### src/rtl/gmii_udp_demux.sv
// GMII receive-side UDP demultiplexer: parses Ethernet/IPv4/UDP headers, filters on IP/port,
// and splits payload into video-pixel and audio-word FIFO writes. Define UDP_LEN_CHECK_EN to drop short datagrams.
module gmii_udp_demux #(
    parameter logic [31:0] IPV4_DST = {8'd192, 8'd168, 8'd0, 8'd1},
    parameter logic [15:0] DST_PORT = 16'd12345,
    parameter int          ID_W     = 1,
    parameter int          BPP      = 2,
    parameter int          VID_PIX  = 640,
    parameter int          VID_W    = 16 + 8*BPP
) (
    input  logic             clk125,
    input  logic             sys_rst,
    input  logic [ID_W-1:0]  id,
    input  logic [7:0]       rxd,
    input  logic             rx_dv,
    input  logic             vid_full,
    output logic [VID_W-1:0] vid_data,
    output logic             vid_wr_en,
    input  logic             aud_full,
    output logic [23:0]      aud_data,
    output logic             aud_wr_en,
    output logic             packet_en,
    output logic             ovf_pulse,
    output logic [15:0]      pkt_cnt
);
    localparam int PRE_W = 8*BPP - 8;
    localparam int PC_W  = $clog2(VID_PIX + 1);

    typedef enum logic [2:0] {
        S_IDLE, S_HDR, S_VINFO, S_VID, S_ACNT, S_AUD, S_DROP, S_DONE
    } state_t;

    state_t           state_q;
    logic [10:0]      cnt_q, cnt_d;
    logic             skip_q;
    logic [15:0]      eth_type_q;
    logic [7:0]       ip_ver_q;
    logic [7:0]       proto_q;
    logic [31:0]      ip_dst_q;
    logic [15:0]      dst_port_q;
    logic [11:0]      y_q;
    logic [3:0]       xsel_q;
    logic [PRE_W-1:0] pix_q;
    logic [15:0]      aud_q;
    logic [1:0]       sub_q;
    logic [PC_W-1:0]  pix_cnt_q;
    logic [7:0]       words_q;
    logic [VID_W-1:0] vid_data_q;
    logic             vid_wr_en_q;
    logic [23:0]      aud_data_q;
    logic             aud_wr_en_q;
    logic             packet_en_q;
    logic             ovf_pulse_q;
    logic [15:0]      pkt_cnt_q;
    logic [7:0]       dst_octet;
    logic             filter_ok;
`ifdef UDP_LEN_CHECK_EN
    localparam logic [15:0] VID_REQ = 16'(11 + VID_PIX*BPP);
    logic [15:0]      udp_len_q;
    logic [15:0]      aud_req;
`endif

    always_comb begin
        cnt_d     = (cnt_q == 11'h7FF) ? cnt_q : cnt_q + 11'd1;
        dst_octet = IPV4_DST[7:0] + 8'(id);
        filter_ok = (eth_type_q == 16'h0800) && (ip_ver_q == 8'h45) && (proto_q == 8'h11) &&
                    (ip_dst_q == {IPV4_DST[31:8], dst_octet}) && (dst_port_q == DST_PORT);
`ifdef UDP_LEN_CHECK_EN
        aud_req   = 16'd10 + 16'(rxd) + {7'd0, rxd, 1'b0};
`endif
    end

    always_ff @(posedge clk125) begin
        if (sys_rst) begin
            state_q     <= S_IDLE;
            cnt_q       <= '0;
            skip_q      <= 1'b1;    // ignore the remainder of any frame already in flight
            eth_type_q  <= '0;
            ip_ver_q    <= '0;
            proto_q     <= '0;
            ip_dst_q    <= '0;
            dst_port_q  <= '0;
`ifdef UDP_LEN_CHECK_EN
            udp_len_q   <= '0;
`endif
            y_q         <= '0;
            xsel_q      <= '0;
            pix_q       <= '0;
            aud_q       <= '0;
            sub_q       <= '0;
            pix_cnt_q   <= '0;
            words_q     <= '0;
            vid_data_q  <= '0;
            vid_wr_en_q <= 1'b0;
            aud_data_q  <= '0;
            aud_wr_en_q <= 1'b0;
            packet_en_q <= 1'b0;
            ovf_pulse_q <= 1'b0;
            pkt_cnt_q   <= '0;
        end else begin
            vid_wr_en_q <= 1'b0;
            aud_wr_en_q <= 1'b0;
            ovf_pulse_q <= 1'b0;
            if (!rx_dv) begin
                state_q     <= S_IDLE;
                cnt_q       <= '0;
                skip_q      <= 1'b0;
                packet_en_q <= 1'b0;
            end else begin
                cnt_q <= cnt_d;
                case (state_q)
                    S_IDLE: if (!skip_q) state_q <= S_HDR;
                    S_HDR: begin
                        case (cnt_q)
                            11'h14, 11'h15:                 eth_type_q <= {eth_type_q[7:0], rxd};
                            11'h16:                         ip_ver_q   <= rxd;
                            11'h1F:                         proto_q    <= rxd;
                            11'h26, 11'h27, 11'h28, 11'h29: ip_dst_q   <= {ip_dst_q[23:0], rxd};
                            11'h2C, 11'h2D:                 dst_port_q <= {dst_port_q[7:0], rxd};
`ifdef UDP_LEN_CHECK_EN
                            11'h2E, 11'h2F:                 udp_len_q  <= {udp_len_q[7:0], rxd};
`endif
                            11'h32: begin
                                if (!filter_ok) begin
                                    state_q <= S_DROP;
                                end else if (rxd == 8'h00) begin
`ifdef UDP_LEN_CHECK_EN
                                    if (udp_len_q < VID_REQ) state_q <= S_DROP; else
`endif
                                    begin
                                        state_q   <= S_VINFO;
                                        pkt_cnt_q <= pkt_cnt_q + 16'd1;
                                    end
                                end else if (rxd == 8'h01) begin
                                    state_q   <= S_ACNT;
                                    pkt_cnt_q <= pkt_cnt_q + 16'd1;
                                end else begin
                                    state_q <= S_DROP;
                                end
                            end
                            default: ;
                        endcase
                    end
                    S_VINFO: begin
                        if (cnt_q == 11'h33) begin
                            y_q[7:0] <= rxd;
                        end else begin
                            y_q[11:8]   <= rxd[3:0];
                            xsel_q      <= rxd[7:4];
                            state_q     <= S_VID;
                            packet_en_q <= 1'b1;
                            sub_q       <= '0;
                            pix_cnt_q   <= '0;
                        end
                    end
                    S_VID: begin
                        if (sub_q == 2'(BPP - 1)) begin
                            sub_q <= '0;
                            if (vid_full) begin
                                ovf_pulse_q <= 1'b1;
                                state_q     <= S_DROP;
                                packet_en_q <= 1'b0;
                            end else begin
                                vid_wr_en_q <= 1'b1;
                                vid_data_q  <= {y_q, xsel_q, pix_q, rxd};
                                pix_cnt_q   <= pix_cnt_q + PC_W'(1);
                                if (pix_cnt_q == PC_W'(VID_PIX - 1)) begin
                                    state_q     <= S_DONE;
                                    packet_en_q <= 1'b0;
                                end
                            end
                        end else begin
                            pix_q <= PRE_W'({pix_q, rxd});
                            sub_q <= sub_q + 2'd1;
                        end
                    end
                    S_ACNT: begin
                        words_q <= rxd;
                        sub_q   <= '0;
`ifdef UDP_LEN_CHECK_EN
                        if (udp_len_q < aud_req) begin
                            state_q   <= S_DROP;
                            pkt_cnt_q <= pkt_cnt_q - 16'd1;   // undo the count taken at the type byte
                        end else
`endif
                        if (rxd == 8'h00) state_q <= S_DONE;
                        else              state_q <= S_AUD;
                    end
                    S_AUD: begin
                        if (sub_q == 2'd2) begin
                            sub_q <= '0;
                            if (aud_full) begin
                                ovf_pulse_q <= 1'b1;
                                state_q     <= S_DROP;
                            end else begin
                                aud_wr_en_q <= 1'b1;
                                aud_data_q  <= {aud_q, rxd};
                                words_q     <= words_q - 8'd1;
                                if (words_q == 8'd1) state_q <= S_DONE;
                            end
                        end else begin
                            aud_q <= {aud_q[7:0], rxd};
                            sub_q <= sub_q + 2'd1;
                        end
                    end
                    default: ;
                endcase
            end
        end
    end

    assign vid_data  = vid_data_q;
    assign vid_wr_en = vid_wr_en_q;
    assign aud_data  = aud_data_q;
    assign aud_wr_en = aud_wr_en_q;
    assign packet_en = packet_en_q;
    assign ovf_pulse = ovf_pulse_q;
    assign pkt_cnt   = pkt_cnt_q;
endmodule

### config.mk
export PLATFORM = sky130hd
export DESIGN_NAME = gmii_udp_demux
export DESIGN_NICKNAME = d
export VERILOG_FILES = /design/src/rtl/gmii_udp_demux.sv
export SDC_FILE = /design/constraint.sdc
export NUM_CORES = 1
export LEC_CHECK = 0
export BUFFER_PORTS_ARGS = -buffer_cell sky130_fd_sc_hd__buf_2
export CELL_PAD_IN_SITES_DETAIL_PLACEMENT = 1
export CELL_PAD_IN_SITES_GLOBAL_PLACEMENT = 1
export CORE_AREA = 2 2 166 135
export CTS_BUF_LIST = sky130_fd_sc_hd__clkbuf_16
export DETAILED_ROUTE_END_ITERATION = 16
export DIE_AREA = 0 0 168 137
export PLACE_DENSITY = 0.81
export SLEW_MARGIN = 20
export SYNTH_ARGS = -nofsm -noshare
export SYNTH_HDL_FRONTEND = slang
export SYNTH_SLANG_ARGS = --single-unit
### constraint.sdc
create_clock -name clk125 -period 2.75 [get_ports clk125]
set_input_delay 0.1375 -clock clk125 [delete_from_list [all_inputs] [get_ports clk125]]
set_output_delay 0.1375 -clock clk125 [all_outputs]
set_load 0.05 [all_outputs]
==> metrics.md <==
| Metric | Value |
|---|---|
| Largest net degree at the start of global routing | 135 |
| Maximum clock frequency | 397 MHz |
| CTS root buf | clkbuf_16 |
| Clock-pin slew on the worst setup and hold paths | 60 ps |
| Syn Std Cell Area | 0.00950 mm2 |
| DR vias | 8086 |
| Core Region | 0.0213 mm2 |
| Num CTS Buffers | 24 |
| Post-synth ARST share | 0% |
| Combinational share of power | 2.9% |
| EDFF count, synth | 0 |
| Commonest cells post-synth | 231 x dfxtp_1, 186 x nand2_1, 147 x nor2_1 |
| Die X | roughly 170 um |
| Multi-input gate area | 0.00457 mm2 |
| Leading area contributor after synthesis | dfxtp_1 |
| Most frequent cell after synthesis | dfxtp_1 |
| Final setup TNS | 0 ps |
| Hold EP | skip_q |
| RSZ-0062 raised after global routing | false |
| Fin cells | 1449 |
| Sequential fraction of the synthesis area | approximately 49% |
| Hold Startpoint | rx_dv |
| Fin crit share | between 90 and 100% |
| Worst hold slack | 44.5 ps |
| Dpl cells | 1405 |
| Synth Flop Type | dfxtp_1 |
| LEAKAGE | between 4 and 5 nW |
| Final setup fails | 0 |
| Gr usage total | 23.4% |
| Critical path arrival | 2970 ps |
| R2R setup slack | ~230 ps |
| Detailed Route Iter0 Violations | roughly 590 |
| Nets | between 1000 and 1500 |
| Psw | roughly 0.0015 W |
| Port bufs | 89 |
| Synth Area per Inst | slightly below 9 um2 |
| Initial antenna violation count | 0 |
| Layout cell share with drive strength beyond 1 | 14.5% |
| Worst setup SP type | register |
| I/O pins | 90 |
| Final wirelength | 27100 um |
| Worst setup EP type | register |
| Crit path max fanout | 9 |
| Area growth syn-to-layout | 16.5% |
| Worst-Margin Slew | between 700 and 800 ps |
| DRC | 0 |
| Clk Latency, worst-skew pair | 550 ps |
| Pre-CTS WS | 112 ps |
| Initial Util | 44.5% |
| Final hold vios | 0 |
| Routability cong. | 0.798 |
| Synth Net Count | 1107 |
| Top cells by area, synth | dfxtp_1 49%, mux2i_1 11%, nand2_1 7.4%, nor2_1 5.8%, a21oi_1 5.4% |
| P_int | 0.00528 W |
| Num rows | 48 |
| Reg2reg end | pkt_cnt[11] |
| R2R depth | 7 |
| Synth warn | 0 |
| Maximum VDD drop | 396 uV |
| First-pass GRT wire length | 43500 um |
| Drt via density | 5.58 |
| Fill cells | about 2500 |
| Worst r2r src | dst_port_q[4] |
| Wire length per cell | 18.7 um |
| Status | completed |
| Worst hold stages | 2 |
| Height of the die | 137 um |
| Count of state elements after synthesis | between 200 and 250 |
| WP data required | between 3000 and 4000 ps |
| Register share of total power | 49.2% |
| Final worst slack | 232 ps |
| HPWL Detailed | 17500 um |
| Slew Limit Fails | 0 |
| CTS max path bufs | 3 |
| PD cells | 616 mW/mm2 |
| Diode count | 0 |
| TritonCTS sink count | 231 |
| Post-layout min period | around 2500 ps |
| Slew Limit Headroom | 51.0% |
| TritonCTS clock tree | built |
| Antenna-violating nets left | 0 |
| Clock Power Share | between 40% and 50% |
| Max-Cap Viols | 0 |
| Die Area | 0.0230 mm2 |
| Crit path launch | dst_port_q[4] |
| Share of the synthesized area in the top cell type | 48.7% |
| Placed cell area | approximately 0.01 mm2 |
| Finished Cell Area | around 0.011 mm2 |
| Remaining Overflow, GRT | 0 |
| Sw frac | 22.6% |
| Register area | 0.00462 mm2 |
| Clock skew | approximately 29 ps |
| CTS H-tree lvls | 1 |
| Unique cell type count in the Yosys netlist | 58 |
| WS Path Type | register to register |
| Hold crit path type | primary input to register |
| Pre-antenna DRT Iters | 4 |
| Vias in the first global route | between 8000 and 9000 |
| Cells after synthesis | 1085 |
## cells by family after synthesis
kind of cell | after synthesis | share of synthesized area (%)
compound gates | 163 | 9.88
flops | 231 | 48.7
fa+ha+maj | 8 | 1.05
xor+xnor | 18 | 1.66
simple gates | 476 | 24.1
buf+inv | 84 | 3.51
mux | 105 | 11.1
## final cells by class
type / count / area share [%]
Multi-Input combinational cell: 770 / 41.3
Clock inverter: 18 / 1.67
Clock buffer: 24 / 5.43
Tap cell: 275 / 3.11
Timing Repair Buffer: 118 / 6.30
Inverter: 13 / 0.441
Sequential cell: 231 / 41.8
## worst max-delay path, cell delays in order, from the launching register on
cell	delay (ps)
dfxtp_1	370
nor4bb_2	530
nand4_1	230
nor4_4	250
buf_4	190
nand3_2	170
or4_1	530
a21oi_1	150
## metal layers
| layer | vias up | share of wire [%] | track usage [%] |
|---|---|---|---|
| met2 | 156 | 46 | 38.8 |
| li1 | 3895 | - | - |
| met3 | 35 | 4.3 | 3.44 |
| met5 | - | 0 | 0 |
| met1 | 4000 | 48 | 32.5 |
| met4 | 0 | 2.1 | 5.46 |
## timing repair
action,in CTS,in global routing
gates resized for setup,0,1
endpoints found under the setup margin,0,13
hold endpoints to repair,29,0
hold buffers,1,0
buffers inserted,0,1
## worst max-delay path by stage
| stage | end | slack, ps |
|---|---|---|
| CTS | pkt_cnt[11] | 40 |
| global placement | pkt_cnt[9] | 130 |
| finish | pkt_cnt[11] | 230 |
| floorplan | pkt_cnt[15] | 510 |
| detailed placement | pkt_cnt[11] | 110 |
| global route | state_q[1] | 70 |
## metrics by stage
step	total power (W)	util [%]
2_1_floorplan	0.00355	-
5_1_grt	0.00703	51.9
4_1_cts	0.00687	51.8
6_report	0.00682	51.9
3_5_place_dp	0.00362	48.1
3_3_place_gp	0.00362	48.1
## power groups by stage
| stage | clock [W] | sequential, W | combinational [W] |
|---|---|---|---|
| 2_1_floorplan | 0 | 0.00343 | 0.000116 |
| 3_3_place_gp | 0 | 0.00343 | 0.000191 |
| 3_5_place_dp | 0 | 0.00343 | 0.000194 |
| 4_1_cts | 0.00332 | 0.00336 | 0.000196 |
| 5_1_grt | 0.00346 | 0.00335 | 0.000214 |
| 6_report | 0.00327 | 0.00336 | 0.000197 |
## placed cells by master (no fill, tap or decap), types with 8 or more instances in the layout
master,instances
xor2_1,12
nor4b_1,11
or3_1,8
inv_1,16
nand3_1,20
buf_4,26
or4_1,9
nand4_1,17
nor3_1,9
and3_1,10
nor2_1,147
o21ai_0,17
mux2i_1,105
nand2b_1,10
nand2_1,185
buf_2,88
clkbuf_16,24
dfxtp_1,231
nor4_1,12
ha_1,8
a21oi_1,103
## registers in the layout, indices dropped and copies added, names as in the netlist, 2 cells and up
register    count
ip_dst_q       32
state_q         3
xsel_q          4
cnt_q          11
pix_q           8
pix_cnt_q      10
vid_data       32
eth_type_q     16
aud_q          16
pkt_cnt        16
dst_port_q     16
sub_q           2
proto_q         8
aud_data       24
words_q         8
ip_ver_q        8
y_q            12
No activity file was read; power rests on OpenSTA's default activity.
